--- config.mk ---
export PLATFORM = sky130hd
export DESIGN_NAME = multi_cycle_mips_ctrl
export DESIGN_NICKNAME = d
export VERILOG_FILES = /design/src/rtl/multi_cycle_mips_ctrl.sv
export SDC_FILE = /design/constraint.sdc
export NUM_CORES = 1
export LEC_CHECK = 0
export BUFFER_PORTS_ARGS = -buffer_cell sky130_fd_sc_hd__buf_2
export CORE_UTILIZATION = 37
export DETAILED_ROUTE_END_ITERATION = 6
export GPL_ROUTABILITY_DRIVEN = 0
export PLACE_DENSITY = 0.73
export SLEW_MARGIN = 10
export SYNTH_ARGS = -nofsm -noshare
export SYNTH_HDL_FRONTEND = slang
export SYNTH_SLANG_ARGS = --single-unit
--- constraint.sdc ---
create_clock -name clk -period 1.3 [get_ports clk]
set_clock_uncertainty 0.05 [all_clocks]
set_input_delay 0.065 -clock clk [delete_from_list [all_inputs] [get_ports clk]]
set_output_delay 0.065 -clock clk [all_outputs]
set_load 0.01 [all_outputs]
--- src/rtl/multi_cycle_mips_ctrl.sv ---
// Multi-cycle MIPS control FSM: sequences fetch/decode/execute and drives the datapath enables and mux selects.
// Optional feature: define MC_CTRL_BNE_EN to add bne (opcode 000101) via the BRANCH state.
module multi_cycle_mips_ctrl (
    input  logic       clk,
    input  logic       reset,
    input  logic [5:0] opcode,
    input  logic [5:0] funct,
    input  logic       zero,
    input  logic       mem_ready,
    output logic       pc_write,
    output logic       iord,
    output logic       mem_read,
    output logic       mem_write,
    output logic       ir_write,
    output logic       reg_dst,
    output logic       mem_to_reg,
    output logic       reg_write,
    output logic       alu_src_a,
    output logic [1:0] alu_src_b,
    output logic [1:0] pc_src,
    output logic [2:0] alu_ctl,
    output logic [3:0] state
);

    typedef enum logic [3:0] {
        S_FETCH  = 4'd0,
        S_DECODE = 4'd1,
        S_MEMADR = 4'd2,
        S_MEMRD  = 4'd3,
        S_MEMWB  = 4'd4,
        S_MEMWR  = 4'd5,
        S_EXEC   = 4'd6,
        S_ALUWB  = 4'd7,
        S_BRANCH = 4'd8,
        S_ADDIEX = 4'd9,
        S_ADDIWB = 4'd10,
        S_JUMP   = 4'd11
    } state_t;

    localparam logic [5:0] OP_RTYPE = 6'b000000;
    localparam logic [5:0] OP_J     = 6'b000010;
    localparam logic [5:0] OP_BEQ   = 6'b000100;
    localparam logic [5:0] OP_BNE   = 6'b000101;
    localparam logic [5:0] OP_ADDI  = 6'b001000;
    localparam logic [5:0] OP_LW    = 6'b100011;
    localparam logic [5:0] OP_SW    = 6'b101011;

    localparam logic [2:0] ALU_ADD = 3'b010;
    localparam logic [2:0] ALU_SUB = 3'b110;
    localparam logic [2:0] ALU_AND = 3'b000;
    localparam logic [2:0] ALU_OR  = 3'b001;
    localparam logic [2:0] ALU_SLT = 3'b111;

    state_t state_q, state_d;
    logic [2:0] funct_ctl;
    logic       funct_ok;

    assign state = state_q;

    always_ff @(posedge clk or posedge reset) begin
        if (reset) state_q <= S_FETCH;
        else       state_q <= state_d;
    end

    // Unsupported funct codes still execute as add but never write back.
    always_comb begin
        funct_ok  = 1'b1;
        funct_ctl = ALU_ADD;
        case (funct)
            6'b100000: funct_ctl = ALU_ADD;
            6'b100010: funct_ctl = ALU_SUB;
            6'b100100: funct_ctl = ALU_AND;
            6'b100101: funct_ctl = ALU_OR;
            6'b101010: funct_ctl = ALU_SLT;
            default:   funct_ok  = 1'b0;
        endcase
    end

    always_comb begin
        state_d    = S_FETCH;
        pc_write   = 1'b0;
        iord       = 1'b0;
        mem_read   = 1'b0;
        mem_write  = 1'b0;
        ir_write   = 1'b0;
        reg_dst    = 1'b0;
        mem_to_reg = 1'b0;
        reg_write  = 1'b0;
        alu_src_a  = 1'b0;
        alu_src_b  = 2'b00;
        pc_src     = 2'b00;
        alu_ctl    = 3'b000;
        case (state_q)
            S_FETCH: begin
                mem_read  = 1'b1;
                alu_src_b = 2'b01;
                alu_ctl   = ALU_ADD;
                ir_write  = mem_ready;
                pc_write  = mem_ready;
                state_d   = mem_ready ? S_DECODE : S_FETCH;
            end
            S_DECODE: begin
                alu_src_b = 2'b11;
                alu_ctl   = ALU_ADD;
                case (opcode)
                    OP_LW, OP_SW: state_d = S_MEMADR;
                    OP_RTYPE:     state_d = S_EXEC;
                    OP_BEQ:       state_d = S_BRANCH;
`ifdef MC_CTRL_BNE_EN
                    OP_BNE:       state_d = S_BRANCH;
`endif
                    OP_ADDI:      state_d = S_ADDIEX;
                    OP_J:         state_d = S_JUMP;
                    default:      state_d = S_FETCH;
                endcase
            end
            S_MEMADR: begin
                alu_src_a = 1'b1;
                alu_src_b = 2'b10;
                alu_ctl   = ALU_ADD;
                state_d   = (opcode == OP_SW) ? S_MEMWR : S_MEMRD;
            end
            S_MEMRD: begin
                iord     = 1'b1;
                mem_read = 1'b1;
                state_d  = mem_ready ? S_MEMWB : S_MEMRD;
            end
            S_MEMWB: begin
                reg_write  = 1'b1;
                mem_to_reg = 1'b1;
            end
            S_MEMWR: begin
                iord      = 1'b1;
                mem_write = 1'b1;
                state_d   = mem_ready ? S_FETCH : S_MEMWR;
            end
            S_EXEC: begin
                alu_src_a = 1'b1;
                alu_ctl   = funct_ctl;
                state_d   = S_ALUWB;
            end
            S_ALUWB: begin
                reg_dst   = 1'b1;
                reg_write = funct_ok;
            end
            S_BRANCH: begin
                alu_src_a = 1'b1;
                alu_ctl   = ALU_SUB;
                pc_src    = 2'b01;
`ifdef MC_CTRL_BNE_EN
                pc_write  = (opcode == OP_BNE) ? ~zero : zero;
`else
                pc_write  = zero;
`endif
            end
            S_ADDIEX: begin
                alu_src_a = 1'b1;
                alu_src_b = 2'b10;
                alu_ctl   = ALU_ADD;
                state_d   = S_ADDIWB;
            end
            S_ADDIWB: reg_write = 1'b1;
            S_JUMP: begin
                pc_src   = 2'b10;
                pc_write = 1'b1;
            end
            default: state_d = S_FETCH;
        endcase
    end

endmodule
# == Yosys cells after proc, flatten, opt, wreduce, memory -nomap -nowiden ==
# Index checks and enable logic that the tools add are counted.
# word_totals
register_bits,4
input_bits,16
out_inout_bits,20
# op_classes
n_eq_ne,21
n_mux,20
n_reduce_logical,10
# op_table
op,count
$eq 6x6->1 const B,7
$pmux 4 s7,1
$pmux 4 s5,1
$eq 4x3->1 const B,4
$eq 4x4->1 const B,4
$pmux 3 s4,1
$reduce_or 2->1,5
$mux 1,9
$mux 3,3
$pmux 3 s3,1
$eq 4x2->1 const B,2
$reduce_or 4->1,2
$eq 6x2->1 const B,1
$eq 6x3->1 const B,1
$eq 6x4->1 const B,1
$logic_not 6->1,1
$pmux 2 s3,1
$reduce_or 5->1,1
$eq 4x1->1 const B,1
$logic_not 4->1,1
$pmux 2 s2,1
$pmux 1 s3,1
$pmux 1 s2,1

# == Longest topological paths before layout ==
# depth
ltp_word,4
depth_mapped,4
mapped_depth_nobuf,3

# == Least setup slack after synthesis ==
# No wires, ideal clock.
# synth_timing
path_type,reg-to-output
startpoint,register state_q[1] (netlist: state[1])
endpoint,output alu_ctl[2]
stages_incl_launch_ff,5
path_slack_ns,-0.124
arrival_ns,1.309
path_buffers,2
path_cell_list,dfrtp_1 > buf_2 > buf_2 > nor3_1 > o21bai_1
# synth_between
elab_chain_cells,3
word_cells_on_any_way,8
cone_classes,5 x eq/ne; 1 x mux; 2 x reduce/logical
# synth_rtl
element,line_no,source
"start, declared",54,"state_t state_q, state_d;"
"start signal, assigned",62,else state_q <= state_d;
$eq 4x1->1 (tied with other cells),93,case (state_q)
$reduce_or 4->1 (no line),n/a,
$pmux 3 s3 (*),93,
"end, declared",21,"output logic [2:0] alu_ctl,"
# Every way passes the cells marked *; elsewhere a longest branch is shown, timed or not.

# == Worst setup path after layout ==
# layout_timing
startpoint,register state_q[1] (netlist: state[1])
endpoint,output pc_src[1]
# layout_between
elab_chain_cells,2
word_cells_on_any_way,3
cone_classes,2 x eq/ne; 1 x mux
# layout_rtl
element,line_no,source
$eq 4x4->1,93,
$pmux 2 s2 (*),93,
"end, declared",20,"output logic [1:0] pc_src,"
# Marked as above.

==> results.md <==
STA:
- The number of endpoints failing setup at the final stage is 20.
- The maximum operating frequency is 642 MHz.
- Across all setup checks in the final design, the least slack found is -0.259 ns.
- The final sum of negative setup slack is -3.13 ns.
- The worst hold slack after final layout is between 0.08 and 0.09 ns.
- The portion of the clock cycle consumed by the worst path in the final layout is 1.20.
- Setup repair after global routing could not meet its margin everywhere.
- The count of final max-slew check failures is 0.
- The final hold violation count is 0.
- The worst slew margin relative to its limit is 0.745.
- The post-route minimum period is 1.56 ns.
- The transition time of the tightest slew-check pin is 0.379 ns.

Placed design:
- Timing analysis after detailed placement gives a worst setup slack of -0.0454 ns.
- Port buffering added 35 buffers.
- The instance area after placement is between 900 and 1000 um^2.
- The half-perimeter wire length after placement is approximately 1.5 mm.
- After detailed placement, the design holds a cell count of 145.

Setup path:
- The worst register-to-register path begins at state[1].
- Of all nets on the critical path, the largest fanout is 6.
- The cell occurring most often along the worst timing path is buf_6.
- The biggest cell delay along the critical path is 0.45 ns.
- The element type at the critical path end is a primary output.
- On the critical path, the stage with the largest delay is an instance of dfrtp_2.
- Traced cell by cell, the critical path runs through buf_6 > buf_6 > nand2_1 > buf_4 > nor2_1 > buf_2.
- The kind of cell with the highest combined delay on the critical path is buffers and inverters.
- The classification of the worst setup path is reg2out.
- Together, buffers and inverters on the worst path number 4.
- The arrival time at the worst endpoint is approximately 1.4 ns.
- At the worst endpoint, the required time is approximately 1.2 ns.
- The critical path launch point type is a flip-flop.
- The origin of the worst setup path is state[1].

Detailed routing:
- For this block, the via count after detailed routing is 1102.
- The routed design has approximately 3.5 mm of wire.
- The initial detailed-routing violation count is 64.
- The post-detailed-route wirelength per cell is 21.1 um.
- After detailed routing, the number of vias per cell comes to roughly 6.7.
- The total iterations of the first detailed-routing run is 4.
- The number of remaining DRC errors is 0.
- The count of nets left with antenna violations after detail routing is 0.

Power:
- The share of total power dissipated in the clock network is 0.096.
- The maximum vdd ir drop is 1.30 mV.
- The power density normalized to cell area is 1490 nW/um^2.
- For this design the static power due to leakage is 0.594 nW.
- Of the total power, the share spent switching nets is 0.450.
- The combinational fraction of design power is 0.773.
- The total net switching power is between 800 and 900 uW.
- Overall power consumption after layout is estimated at between 1.5 and 2 mW.
- The sequential share of power is 0.131.
- The internal power of the cells totals slightly above 1 mW.

GRT:
- The total overflow left after global routing is 0.
- The via count of the first global-routing pass is slightly above 900.
- The first global-routing pass estimated ~4.4 mm of wire.
- Entering global routing, the biggest net connects 9 pins.
- For this run, the total global-route usage over all layers was measured as 0.318.
- The initial antenna violation count was 0.

Run status:
- The final reports fail on negative setup slack.
- The run finished, with violations left.

Clocking:
- The clock latency on the worst-skew pair is roughly 0.24 ns.
- Counting every sink on the clock net gives 4.
- The H-tree depth is 1.
- The clock-pin slew of the registers on the worst-case setup and hold paths is about 0.040 ns.
- The buffer cell driving the clock tree root is clkbuf_4.
- TritonCTS built the clock tree.
- Counting along the longest clock path gives a buffer depth of 2.
- The total CTS buffers is 3.

Run:
- Across the run, the number of max-cap violations was 0.

Final layout:
- For this run, the share of the core covered by cells in the final layout is 0.907.
- The filler cell count in the final layout is 50.
- The antenna diode count is 0.
- After the flow finishes, the layout carries non-filler instances totaling between 150 and 200.
- The final net count is between 150 and 200.
- The synthesis-to-layout area growth is 114%.
- The finished layout cell area is ~1300 um^2.
- The number of flip-flops in the largest register is 4.
- The ratio of cells with drive above 1 in the final layout is 0.680.

Die:
- The floorplan step set the die height to between 40 and 50 um.
- The horizontal extent of the die is roughly 42 um.
- The initial utilization of the core area, before any placement, comes to 0.424.
- For this design the top-level I/O count stands at 36.
- The floorplan has 13 rows.
- The area of the die is 1750 um^2.
- The core region is 1380 um^2.

Min path:
- The launch instance of the worst min-delay path is opcode[2].
- The path class of the tightest hold or removal check is in2reg.

Synthesis:
- The total of warnings raised by yosys is 0.
- For this run, the register share of the synthesized area comes to 0.171.
- The synthesized netlist occupies a cell area of roughly 590 um^2.
- Synthesis produced a netlist whose cell count is roughly 80.
- The mean post-synth cell area is between 7 and 8 um^2.
- The total of flip-flops plus latches after synthesis is 4.
- When the netlist entered floorplanning its net count stood at 98.
- The count of distinct cell types in the synthesized netlist is 37.
==> tightest hold or removal path, cell delays in order <==
cell and delay, ns:
buf_2 0.13, nand3_1 0.07, a211oi_1 0.08
==> synthesized netlist by cell type (all sizes together) <==
| cell | instances | share of area |
|---|---|---|
| a311o | 1 | 0.017 |
| mux2 | 1 | 0.019 |
| o211ai | 1 | 0.013 |
| o21bai | 1 | 0.013 |
| a21boi | 1 | 0.013 |
| nor3 | 4 | 0.034 |
| inv | 3 | 0.019 |
| a221oi | 1 | 0.015 |
| o22ai | 3 | 0.032 |
| nor2 | 10 | 0.064 |
| dfrtp | 4 | 0.17 |
| or2 | 1 | 0.015 |
| buf | 5 | 0.043 |
| o21a | 1 | 0.013 |
| nand2b | 4 | 0.043 |
| o2111ai | 1 | 0.015 |
| xor2 | 1 | 0.015 |
| a311oi | 1 | 0.015 |
| nor4 | 1 | 0.011 |
| nand3 | 3 | 0.026 |
| o21ai | 3 | 0.026 |
| nand4 | 3 | 0.032 |
| a211oi | 2 | 0.026 |
| nor2b | 6 | 0.064 |
| xnor2 | 1 | 0.015 |
| and4b | 1 | 0.017 |
| and4bb | 1 | 0.021 |
| a21oi | 3 | 0.026 |
| mux2i | 1 | 0.017 |
| a32o | 1 | 0.017 |
| and3 | 2 | 0.021 |
| nor3b | 4 | 0.051 |
| o221ai | 1 | 0.026 |
| or3 | 1 | 0.011 |
| nand2 | 4 | 0.026 |
==> layout make-up <==
type / instances / area [um^2] / area share
clock buffer: 4 / 26.3 / 0.0210
inverter: 3 / 11.3 / 0.00898
multi-input combinational: 70 / 591 / 0.471
sequential: 4 / 105 / 0.0838
tap: 15 / 18.8 / 0.0150
timing repair buffer: 69 / 502 / 0.400
==> repair_timing <==
action	4_1_cts	5_1_grt
pin swaps	9	6
endpoints found under the setup margin	18	19
gates resized for setup	33	17
buffers inserted	11	4
hold buffers	1	0
endpoints found under the hold margin	4	0
==> layout by cell type, fill, tap and decap left out, types with 2 or more instances in the layout <==
| cell type | Yosys | final |
|---|---|---|
| o22ai_2 | 0 | 3 |
| nor2b_1 | 6 | 4 |
| o21ai_1 | 1 | 2 |
| buf_4 | 0 | 18 |
| nor2_1 | 10 | 6 |
| buf_6 | 0 | 17 |
| dfrtp_2 | 0 | 4 |
| clkbuf_4 | 0 | 3 |
| inv_1 | 2 | 2 |
| a21oi_1 | 3 | 3 |
| buf_2 | 5 | 33 |
| nor3b_1 | 4 | 2 |
| nand2b_4 | 0 | 3 |
| nor3_2 | 0 | 2 |
| nand2_1 | 4 | 4 |
| nor2_4 | 0 | 2 |
| nand3_1 | 3 | 2 |
| nand4_1 | 3 | 3 |
| nor3b_2 | 0 | 2 |
| nor2_2 | 0 | 2 |
==> worst paths after layout <==
path,slack (ns),cells after the start,to
max in group asynchronous,0.81,3,state[2]
hold / removal,0.09,3,state[3]
hold reg to reg,0.78,3,state[3]
min in group asynchronous,0.21,3,state[3]
setup reg to reg,-0.17,5,state[2]
setup / recovery,-0.26,6,pc_src[1]
==> cells by family (layout without fill, tap and decap cells) <==
group,after synthesis,after routing,synth area share
muxes,2,2,0.0363
and+or+nand+nor,45,45,0.436
buffers and inverters,8,76,0.0620
DFF,4,4,0.171
xor gates and xnor gates,2,2,0.0299
AOI/OAI and AO/OA,21,21,0.265
==> power groups by stage <==
stage          clock network [mW]  logic, mW  registers [mW]
2_1_floorplan                   0      0.488           0.206
6_report                    0.179       1.44           0.245
4_1_cts                     0.177       1.19           0.229
3_3_place_gp                    0      0.879           0.223
5_1_grt                     0.196       1.50           0.244
3_5_place_dp                    0      0.887           0.226
==> metal layers <==
metal,GRT usage,vias up,part of all wire
met2,0.572,119,0.45
met5,0,-,0
li1,-,446,-
met4,0.161,0,0.082
met3,0.0304,37,0.11
met1,0.369,500,0.35
No activity file was read; power rests on OpenSTA's default activity.
